File: config.mk
export PLATFORM = sky130hd
export DESIGN_NAME = ir_sample_seq
export DESIGN_NICKNAME = d
export VERILOG_FILES = /design/src/rtl/ir_pkg.sv /design/src/rtl/ir_sample_bank.sv /design/src/rtl/ir_sample_seq.sv
export SDC_FILE = /design/constraint.sdc
export NUM_CORES = 1
export LEC_CHECK = 0
export ABC_AREA = 1
export BUFFER_PORTS_ARGS = -buffer_cell sky130_fd_sc_hd__buf_2
export CAP_MARGIN = 15
export CORE_ASPECT_RATIO = 0.9
export CORE_MARGIN = 1
export CORE_UTILIZATION = 50
export DETAILED_ROUTE_END_ITERATION = 6
export PLACE_DENSITY = 0.67
export SYNTH_ARGS = -nofsm -noshare
export SYNTH_HDL_FRONTEND = slang
export SYNTH_SLANG_ARGS = --single-unit
File: constraint.sdc
create_clock -name clk -period 4.8 [get_ports clk]
set_input_delay 0.72 -clock clk [delete_from_list [all_inputs] [get_ports clk]]
set_output_delay 0.72 -clock clk [all_outputs]
set_load 0.03 [all_outputs]
File: src/rtl/ir_pkg.sv
// Shared types and constants for the IR sample sequencer.
// Holds the FSM state encoding and the saturating subtract used by ambient cancellation.
package ir_pkg;

  localparam int NUM_CH = 8;
  localparam int RES_W  = 12;
  localparam int CH_W   = 3;

  typedef enum logic [2:0] {
    ST_IDLE,
    ST_SETTLE,
    ST_CONV,
    ST_WAIT,
    ST_NEXT,
    ST_PUBLISH
  } ir_state_t;

  function automatic logic [RES_W-1:0] sat_sub(input logic [RES_W-1:0] a,
                                               input logic [RES_W-1:0] b);
    return (a > b) ? (a - b) : '0;
  endfunction

endpackage

File: src/rtl/ir_sample_bank.sv
// Double-buffered reading storage: the shadow bank fills during acquisition and is
// copied whole into the published bank, which drives the combinational read port.
module ir_sample_bank
  import ir_pkg::*;
(
  input  logic             clk,
  input  logic             rst,
  input  logic             wr_en,
  input  logic [CH_W-1:0]  wr_idx,
  input  logic [RES_W-1:0] wr_data,
  input  logic             publish,
  input  logic [CH_W-1:0]  rd_sel,
  output logic [RES_W-1:0] rd_data
);

  logic [RES_W-1:0] shadow    [NUM_CH];
  logic [RES_W-1:0] published [NUM_CH];

  always_ff @(posedge clk) begin
    if (rst) begin
      for (int i = 0; i < NUM_CH; i++) begin
        shadow[i]    <= '0;
        published[i] <= '0;
      end
    end else begin
      if (wr_en) shadow[wr_idx] <= wr_data;
      // Every channel moves in one edge so a reader never sees a mixed set.
      if (publish) begin
        for (int i = 0; i < NUM_CH; i++) published[i] <= shadow[i];
      end
    end
  end

  assign rd_data = published[rd_sel];

endmodule

File: src/rtl/ir_sample_seq.sv
// Periodic IR channel acquisition sequencer feeding the IR_vld/sel reader interface.
// Optional build macro IR_AMBIENT_CANCEL_EN adds an emitter-off conversion per channel.
//
//  state      | meaning
//  -----------+----------------------------------------------------------
//  ST_IDLE    | waiting for a period tick
//  ST_SETTLE  | emitter on, waiting SETTLE_CYC cycles before a lit conversion
//  ST_CONV    | one-cycle strt_cnv to the A2D for channel ch
//  ST_WAIT    | waiting for cnv_cmplt, bounded by TIMEOUT cycles
//  ST_NEXT    | advance to the next channel or finish the set
//  ST_PUBLISH | published bank just updated; IR_vld high for this cycle
module ir_sample_seq
  import ir_pkg::*;
#(
  parameter int PERIOD     = 65536,
  parameter int SETTLE_CYC = 1024,
  parameter int TIMEOUT    = 4096
) (
  input  logic             clk,
  input  logic             rst,
  input  logic             en,
  output logic             strt_cnv,
  output logic [CH_W-1:0]  chnnl,
  input  logic             cnv_cmplt,
  input  logic [RES_W-1:0] res,
  output logic             IR_en,
  input  logic [CH_W-1:0]  rd_sel,
  output logic [RES_W-1:0] rd_data,
  output logic             IR_vld,
  output logic             timeout_err
);

  localparam int PW   = $clog2(PERIOD);
  localparam int TMAX = (SETTLE_CYC > TIMEOUT) ? SETTLE_CYC : TIMEOUT;
  localparam int TW   = $clog2(TMAX + 1);

  localparam logic [PW-1:0]   PER_LAST = PW'(PERIOD - 1);
  localparam logic [TW-1:0]   SET_LOAD = TW'(SETTLE_CYC - 1);
  localparam logic [TW-1:0]   TMO_LOAD = TW'(TIMEOUT - 1);
  localparam logic [CH_W-1:0] CH_LAST  = CH_W'(NUM_CH - 1);

  ir_state_t        state, state_nxt;
  logic [PW-1:0]    per_cnt;
  logic             tick;
  logic [TW-1:0]    tmr;
  logic [CH_W-1:0]  ch;
  logic             ir_en_q;
  logic             err_q;
  logic             last_ch;
  logic             wr_en;
  logic [RES_W-1:0] wr_data;
  logic             publish;

`ifdef IR_AMBIENT_CANCEL_EN
  logic             lit;
  logic [RES_W-1:0] amb;
`endif

  assign tick    = (per_cnt == PER_LAST);
  assign last_ch = (ch == CH_LAST);

  always_ff @(posedge clk) begin
    if (rst || !en)  per_cnt <= '0;
    else if (tick)   per_cnt <= '0;
    else             per_cnt <= per_cnt + 1'b1;
  end

  always_ff @(posedge clk) begin
    if (rst) state <= ST_IDLE;
    else     state <= state_nxt;
  end

  always_comb begin
    state_nxt = state;
    case (state)
      ST_IDLE: begin
`ifdef IR_AMBIENT_CANCEL_EN
        if (tick) state_nxt = ST_CONV;
`else
        if (tick) state_nxt = ST_SETTLE;
`endif
      end
      ST_SETTLE: if (tmr == '0) state_nxt = ST_CONV;
      ST_CONV:   state_nxt = ST_WAIT;
      ST_WAIT: begin
        if (cnv_cmplt) begin
`ifdef IR_AMBIENT_CANCEL_EN
          state_nxt = lit ? ST_NEXT : ST_SETTLE;
`else
          state_nxt = ST_NEXT;
`endif
        end else if (tmr == '0) begin
          state_nxt = ST_IDLE;
        end
      end
      ST_NEXT:    state_nxt = last_ch ? ST_PUBLISH : ST_CONV;
      ST_PUBLISH: state_nxt = ST_IDLE;
      default:    state_nxt = ST_IDLE;
    endcase
  end

  // Publishing on the edge into ST_PUBLISH means the new set is readable while IR_vld is high.
  always_comb begin
    publish = (state == ST_NEXT) && last_ch;
`ifdef IR_AMBIENT_CANCEL_EN
    wr_en   = (state == ST_WAIT) && cnv_cmplt && lit;
    wr_data = sat_sub(res, amb);
`else
    wr_en   = (state == ST_WAIT) && cnv_cmplt;
    wr_data = res;
`endif
  end

  always_ff @(posedge clk) begin
    if (rst) begin
      ch      <= '0;
      tmr     <= '0;
      ir_en_q <= 1'b0;
      err_q   <= 1'b0;
`ifdef IR_AMBIENT_CANCEL_EN
      lit     <= 1'b0;
      amb     <= '0;
`endif
    end else begin
      case (state)
        ST_IDLE: begin
          if (tick) begin
            ch  <= '0;
            tmr <= SET_LOAD;
`ifdef IR_AMBIENT_CANCEL_EN
            ir_en_q <= 1'b0;
            lit     <= 1'b0;
`else
            ir_en_q <= 1'b1;
`endif
          end
        end
        ST_SETTLE: if (tmr != '0) tmr <= tmr - 1'b1;
        ST_CONV:   tmr <= TMO_LOAD;
        ST_WAIT: begin
          if (cnv_cmplt) begin
`ifdef IR_AMBIENT_CANCEL_EN
            if (!lit) begin
              amb     <= res;
              lit     <= 1'b1;
              ir_en_q <= 1'b1;
              tmr     <= SET_LOAD;
            end else begin
              lit     <= 1'b0;
              ir_en_q <= 1'b0;
            end
`endif
          end else if (tmr == '0) begin
            err_q   <= 1'b1;
            ir_en_q <= 1'b0;
`ifdef IR_AMBIENT_CANCEL_EN
            lit     <= 1'b0;
`endif
          end else begin
            tmr <= tmr - 1'b1;
          end
        end
        ST_NEXT: begin
          if (last_ch) ir_en_q <= 1'b0;
          else         ch      <= ch + 1'b1;
        end
        default: ;
      endcase
    end
  end

  assign strt_cnv    = (state == ST_CONV);
  assign IR_vld      = (state == ST_PUBLISH);
  assign chnnl       = ch;
  assign IR_en       = ir_en_q;
  assign timeout_err = err_q;

  ir_sample_bank u_bank (
    .clk     (clk),
    .rst     (rst),
    .wr_en   (wr_en),
    .wr_idx  (ch),
    .wr_data (wr_data),
    .publish (publish),
    .rd_sel  (rd_sel),
    .rd_data (rd_data)
  );

endmodule

**Yosys cells after proc, flatten, opt, wreduce, memory -nomap -nowiden**

Memories as Yosys holds them, arrays and structs flattened.
Cells that the tools add are included.

- Reductions and logical operators: 17
- Muxes and demuxes: 38
- Bitwise logic cells: 9
- Add/subtract/negate cells: 3
- Equal/unequal tests: 16

Operators by type and width:

| cell | count |
|---|---|
| two-way mux 12 bit | 9 |
| two-way mux 13 bit | 4 |
| case mux 13 bit (4 select lines) | 1 |
| two-way mux 3 bit | 8 |
| adder 16 x 1 -> 16 bit, second input constant | 1 |
| equality test 16 bit, second input constant | 1 |
| != test 2 bit, second input constant | 8 |
| case mux 3 bit (5 select lines) | 1 |
| zero test 13 bit | 1 |
| two-way mux 1 bit | 13 |
| nonzero test 13 bit | 1 |
| subtractor 13 x 1 -> 13 bit, second input constant | 1 |
| OR reduction 12 bit | 1 |
| AND reduction 5 bit | 2 |
| equality test 3 bit, second input constant | 3 |
| AND reduction 3 bit | 3 |
| OR 1 bit | 8 |
| equality test 3 x 2 -> 1 bit, second input constant | 2 |
| case mux 3 bit (2 select lines) | 1 |
| nonzero test 4 bit | 1 |
| adder 3 x 1 -> 3 bit, second input constant | 1 |
| equality test 3 x 1 -> 1 bit, second input constant | 1 |
| zero test 3 bit | 1 |
| != test 3 bit, second input constant | 1 |
| other kinds (8) | 9 |

- Memories: 2
- Bits in registers: 37
- Word-level logic and storage cells: 91
- Input bits: 19
- RAM bits: 192
- Output and inout port bits: 19

Memory list:

| memory | words | bits a word | read ports | clocked after Yosys merged registers in | wr ports | RTL line | RTL |
|---|---|---|---|---|---|---|---|
| u_bank.published | 8 | 12 | 1 | 0 | 8 | ir_sample_bank.sv:17 | `logic [RES_W-1:0] published [NUM_CH];` |
| u_bank.shadow | 8 | 12 | 8 | 0 | 8 | ir_sample_bank.sv:16 | `logic [RES_W-1:0] shadow [NUM_CH];` |

**Longest topological paths before layout**

- Word-level depth: 7
- Depth in mapped cells: 11
- Depth with buffers taken out: 11

**Hierarchy**

Synthesis repeated with hierarchy kept, for this count alone.

- Cell total of the unflattened synthesis: 1154
- Area total of the unflattened synthesis: 10466.3 um^2

By module, submodules not included:

| module | times used | sequential area each (um^2) | area each (um^2) | cells each |
|---|---|---|---|---|
| ir_sample_bank | 1 | 5765.5 | 8489.4 | 860 |
| ir_sample_seq | 1 | 740.7 | 1976.9 | 294 |

**Worst setup path after synthesis**

OpenSTA, ideal clock, no wires.

- Kind: in2reg
- Start: in rst
- End: mem u_bank.published[0][0], enable pin
- Stages on the path: 3
- Data arrival time: 2.754 ns
- Buffers on the path: 1
- Required time: 3.899 ns
- Library setup time: 0.901 ns
- Slack: 1.145 ns
- Cell sequence: clkinv_1 -> clkbuf_1 -> nand2_1

RTL lines:

| what | RTL line | RTL |
|---|---|---|
| start, declared | ir_sample_seq.sv:20 | `input logic rst,` |
| end, declared | ir_sample_bank.sv:17 |  |

**Worst setup path after layout**

- Start: in rd_sel[0]
- End: out rd_data[0]

- Longest elaborated chain between the ends: 1

Ends and longest elaborated chain:

| what | RTL line | RTL |
|---|---|---|
| start, declared | ir_sample_seq.sv:27 | `input logic [CH_W-1:0] rd_sel,` |
| memory (8 x 12 bit) | n/a |  |
| end, declared | ir_sample_seq.sv:28 | `output logic [RES_W-1:0] rd_data,` |

Every way passes these cells.

==> qor.txt <==
Unrepaired setup endpoints after global routing = false
Critical Path End Type = primary output
Crit path from = rd_sel[0]
Syn Nets = 1031
Hold Path Class = flop to flop
DRC = 0
Area leader, netlist = edfxtp_1
Vias in the first global route = 6164
Critical Path RT = 4080 ps
Antenna viol nets, final = 0
Critical Path Sink = rd_data[0]
Setup crit start kind = input pin
Post-DP HPWL = 14.6 mm
Post-Place Worst Slack = 1430 ps
Die area = 20700 sq um
Fraction of layout cells with a size suffix above 1 = 11.7%
Post-CTS Hold Buffers = 0
Synth Register Bits = 229
Clock tree buffer depth = 3
H-Tree Depth = 1
Largest net degree at the start of global routing = 50
Register area = 6510 sq um
Core ar. = 19500 sq um
Gr usage total = 22.5%
Status = complete, no violations
Diodes inserted = 0
Worst reg-to-reg setup slack = 2540 ps
Fin nets = 1063
Post-CTS Setup Bufs = 0
Max Cap Viol = 0
I/O pin count = 38
Number of port buffers = 37
Post-synth cell types = 37
Avg Cell Area, Syn = 9.98 sq um
Crit path kind = input pin to primary output
Via-to-Cell Ratio = 5.20
R2R Path Start = state[2]
Post-synth EDFFs = 192
Clock-pin slew of the registers on the worst-case setup and hold paths = 50 ps
Leakage = 4.61 nW
Endpoints failing hold = 0
Routability cong. = 0.821
Pre-Repair DR Iteration Count = 5
Total gr overflow = 0
Final period util = 71.0%
DP Area = 10400 sq um
Seq/Total Area, Yosys = 64.6%
First-pass GRT wire length = 34.8 mm
Final setup margin = 1390 ps
Final Max Slew Viols = 0
Synth Flop Type = edfxtp_1
Drt wl/cell = 17.3 um
Top-area cell type share of the netlist area = 57.3%
Dominant cells by area after synthesis = edfxtp_1 (57%), nor2_1 (12%), dfxtp_1 (7.4%)
Row count = 48
Pwr Density = 450 nW/um^2
Worst EP arrival = 2690 ps
Worst IR Drop VDD = 0.000376 V
Syn Inst Count = 1008
TritonCTS clock tree = yes
Non-Filler Instances = 1305
Worst-Margin Slew = 715 ps
Initial DRC Count = 588
Starting density of the core = 51.7%
Clock skew = 25.8 ps
Via count = 6783
CTS resizes = 0
Final WL = 22.6 mm
Root buf cell = clkbuf_16
Area of the multi-input gates = 2790 sq um
Setup TNS = 0 ps
Ys async rst share = 0%
CP max FO = 49
F_max = 293 MHz
Syn Std Cell Area = 10100 sq um
Synth-to-Final Area Change = 11.1%
Design Power = 5.03 mW
Design Area, Final = 11200 sq um
Placed insts = 1264
Clock latency on the worst-skew pair = 520 ps
DIE WIDTH = 152 um
Die outline height = 137 um
Setup-failing EPs final = 0
Minimum clock period = 3410 ps
Synthesis warning total = 0
Fill count = 1674
FF-to-FF End = u_bank.shadow[0][10]
Initial antenna violation count = 0
Clock tree sinks = 229
Path depth of the worst reg2reg path = 7
Slew margin rel. = 52.3%
CTS Buf Count = 24
## synthesized netlist by cell type, drive strengths merged (2+ instances only)
| library cell | n |
|---|---|
| o21ai | 27 |
| nor2 | 325 |
| edfxtp | 192 |
| nand2 | 133 |
| nor3 | 5 |
| clkbuf | 12 |
| ha | 4 |
| xor2 | 10 |
| nand4 | 5 |
| o21bai | 4 |
| a21oi | 21 |
| buf | 28 |
| dfxtp | 37 |
| o32ai | 24 |
| xnor2 | 4 |
| nand3 | 27 |
| clkinv | 2 |
| inv | 142 |
| or2 | 2 |
## power breakdown
| group | internal [mW] | total, mW | switching, mW |
|---|---|---|---|
| combinational | 0.282 | 0.858 | 0.576 |
| clock | 1.07 | 1.81 | 0.742 |
| sequential | 2.27 | 2.36 | 0.0896 |
| total | 3.62 | 5.03 | 1.41 |
## through the flow
stage          hold WS, ps  utilization, %
2_1_floorplan          418               -
3_3_place_gp           432            53.5
3_5_place_dp           442            53.5
4_1_cts                454            57.5
5_1_grt                490            57.5
6_report               451            57.5
## layout make-up
| class | instances | share of cell area (%) |
|---|---|---|
| clock buffer | 26 | 5.44 |
| clock inverter | 15 | 1.41 |
| inverter | 144 | 4.83 |
| multi-input combinational | 595 | 24.9 |
| sequential | 229 | 58.2 |
| tap | 250 | 2.80 |
| timing repair buffer | 46 | 2.37 |
## worst max-delay path, stage by stage
cell	delay (ps)
buf_2	90
buf_4	250
inv_1	550
buf_4	380
nor2_1	70
o32ai_1	240
nand2_1	90
nand2_1	80
buf_2	190
## cells in the final DEF, fill, tap and decap left out, types with 2 or more instances in the layout
master | Yosys | final
dfxtp_1 | 37 | 37
nor3_1 | 4 | 4
clkinv_1 | 2 | 7
ha_1 | 4 | 4
inv_1 | 140 | 140
buf_2 | 13 | 37
o21bai_1 | 3 | 3
nor2_2 | 3 | 3
or2_2 | 2 | 2
clkbuf_1 | 12 | 2
inv_2 | 2 | 2
clkbuf_16 | 0 | 24
nand4_1 | 5 | 5
xor2_1 | 10 | 10
xnor2_1 | 4 | 4
buf_4 | 1 | 8
a21oi_2 | 6 | 6
o21ai_0 | 27 | 27
nor2_4 | 4 | 4
bufinv_16 | 0 | 3
o32ai_1 | 24 | 24
nand3_1 | 26 | 25
edfxtp_1 | 192 | 192
nand2_2 | 15 | 15
nand3_2 | 1 | 2
nand2_4 | 5 | 6
a21oi_1 | 15 | 15
nor2_1 | 317 | 317
nand2_1 | 113 | 112
clkinv_2 | 0 | 4
## flip-flops by register name (all words and copies together) (netlist names)
register          cells
u_bank.published     96
u_bank.shadow        96
per_cnt              16
tmr                  13
chnnl                 3
state                 3
IR_en                 1
timeout_err           1
## how the worst min path moves through the flow
stage | slack (ps) | cells past startpoint | to | startpoint
6_report | 450 | 1 | per_cnt[0] | per_cnt[0]
5_1_grt | 490 | 1 | per_cnt[0] | per_cnt[0]
4_1_cts | 450 | 1 | per_cnt[0] | per_cnt[0]
3_5_place_dp | 440 | 1 | per_cnt[0] | per_cnt[0]
3_3_place_gp | 430 | 1 | per_cnt[0] | per_cnt[0]
2_1_floorplan | 420 | 1 | per_cnt[0] | per_cnt[0]
## per-layer routing
metal  GRT usage, %  up-vias  routed length (um)
met5              0        -                   0
met4           4.90        0                 391
met3           3.87       30                1720
met2           33.0      257                9680
met1           35.0     3185               10800
li1               -     3311                   -
## kinds of logic after synthesis
group	synth area share, %
and+or+nand+nor	20.6
DFF	64.6
buffers and inverters	7.77
AOI/OAI and AO/OA	5.25
xor gates and xnor gates	1.22
adders and majority gates	0.497
Power figures use the tool's default switching activity.
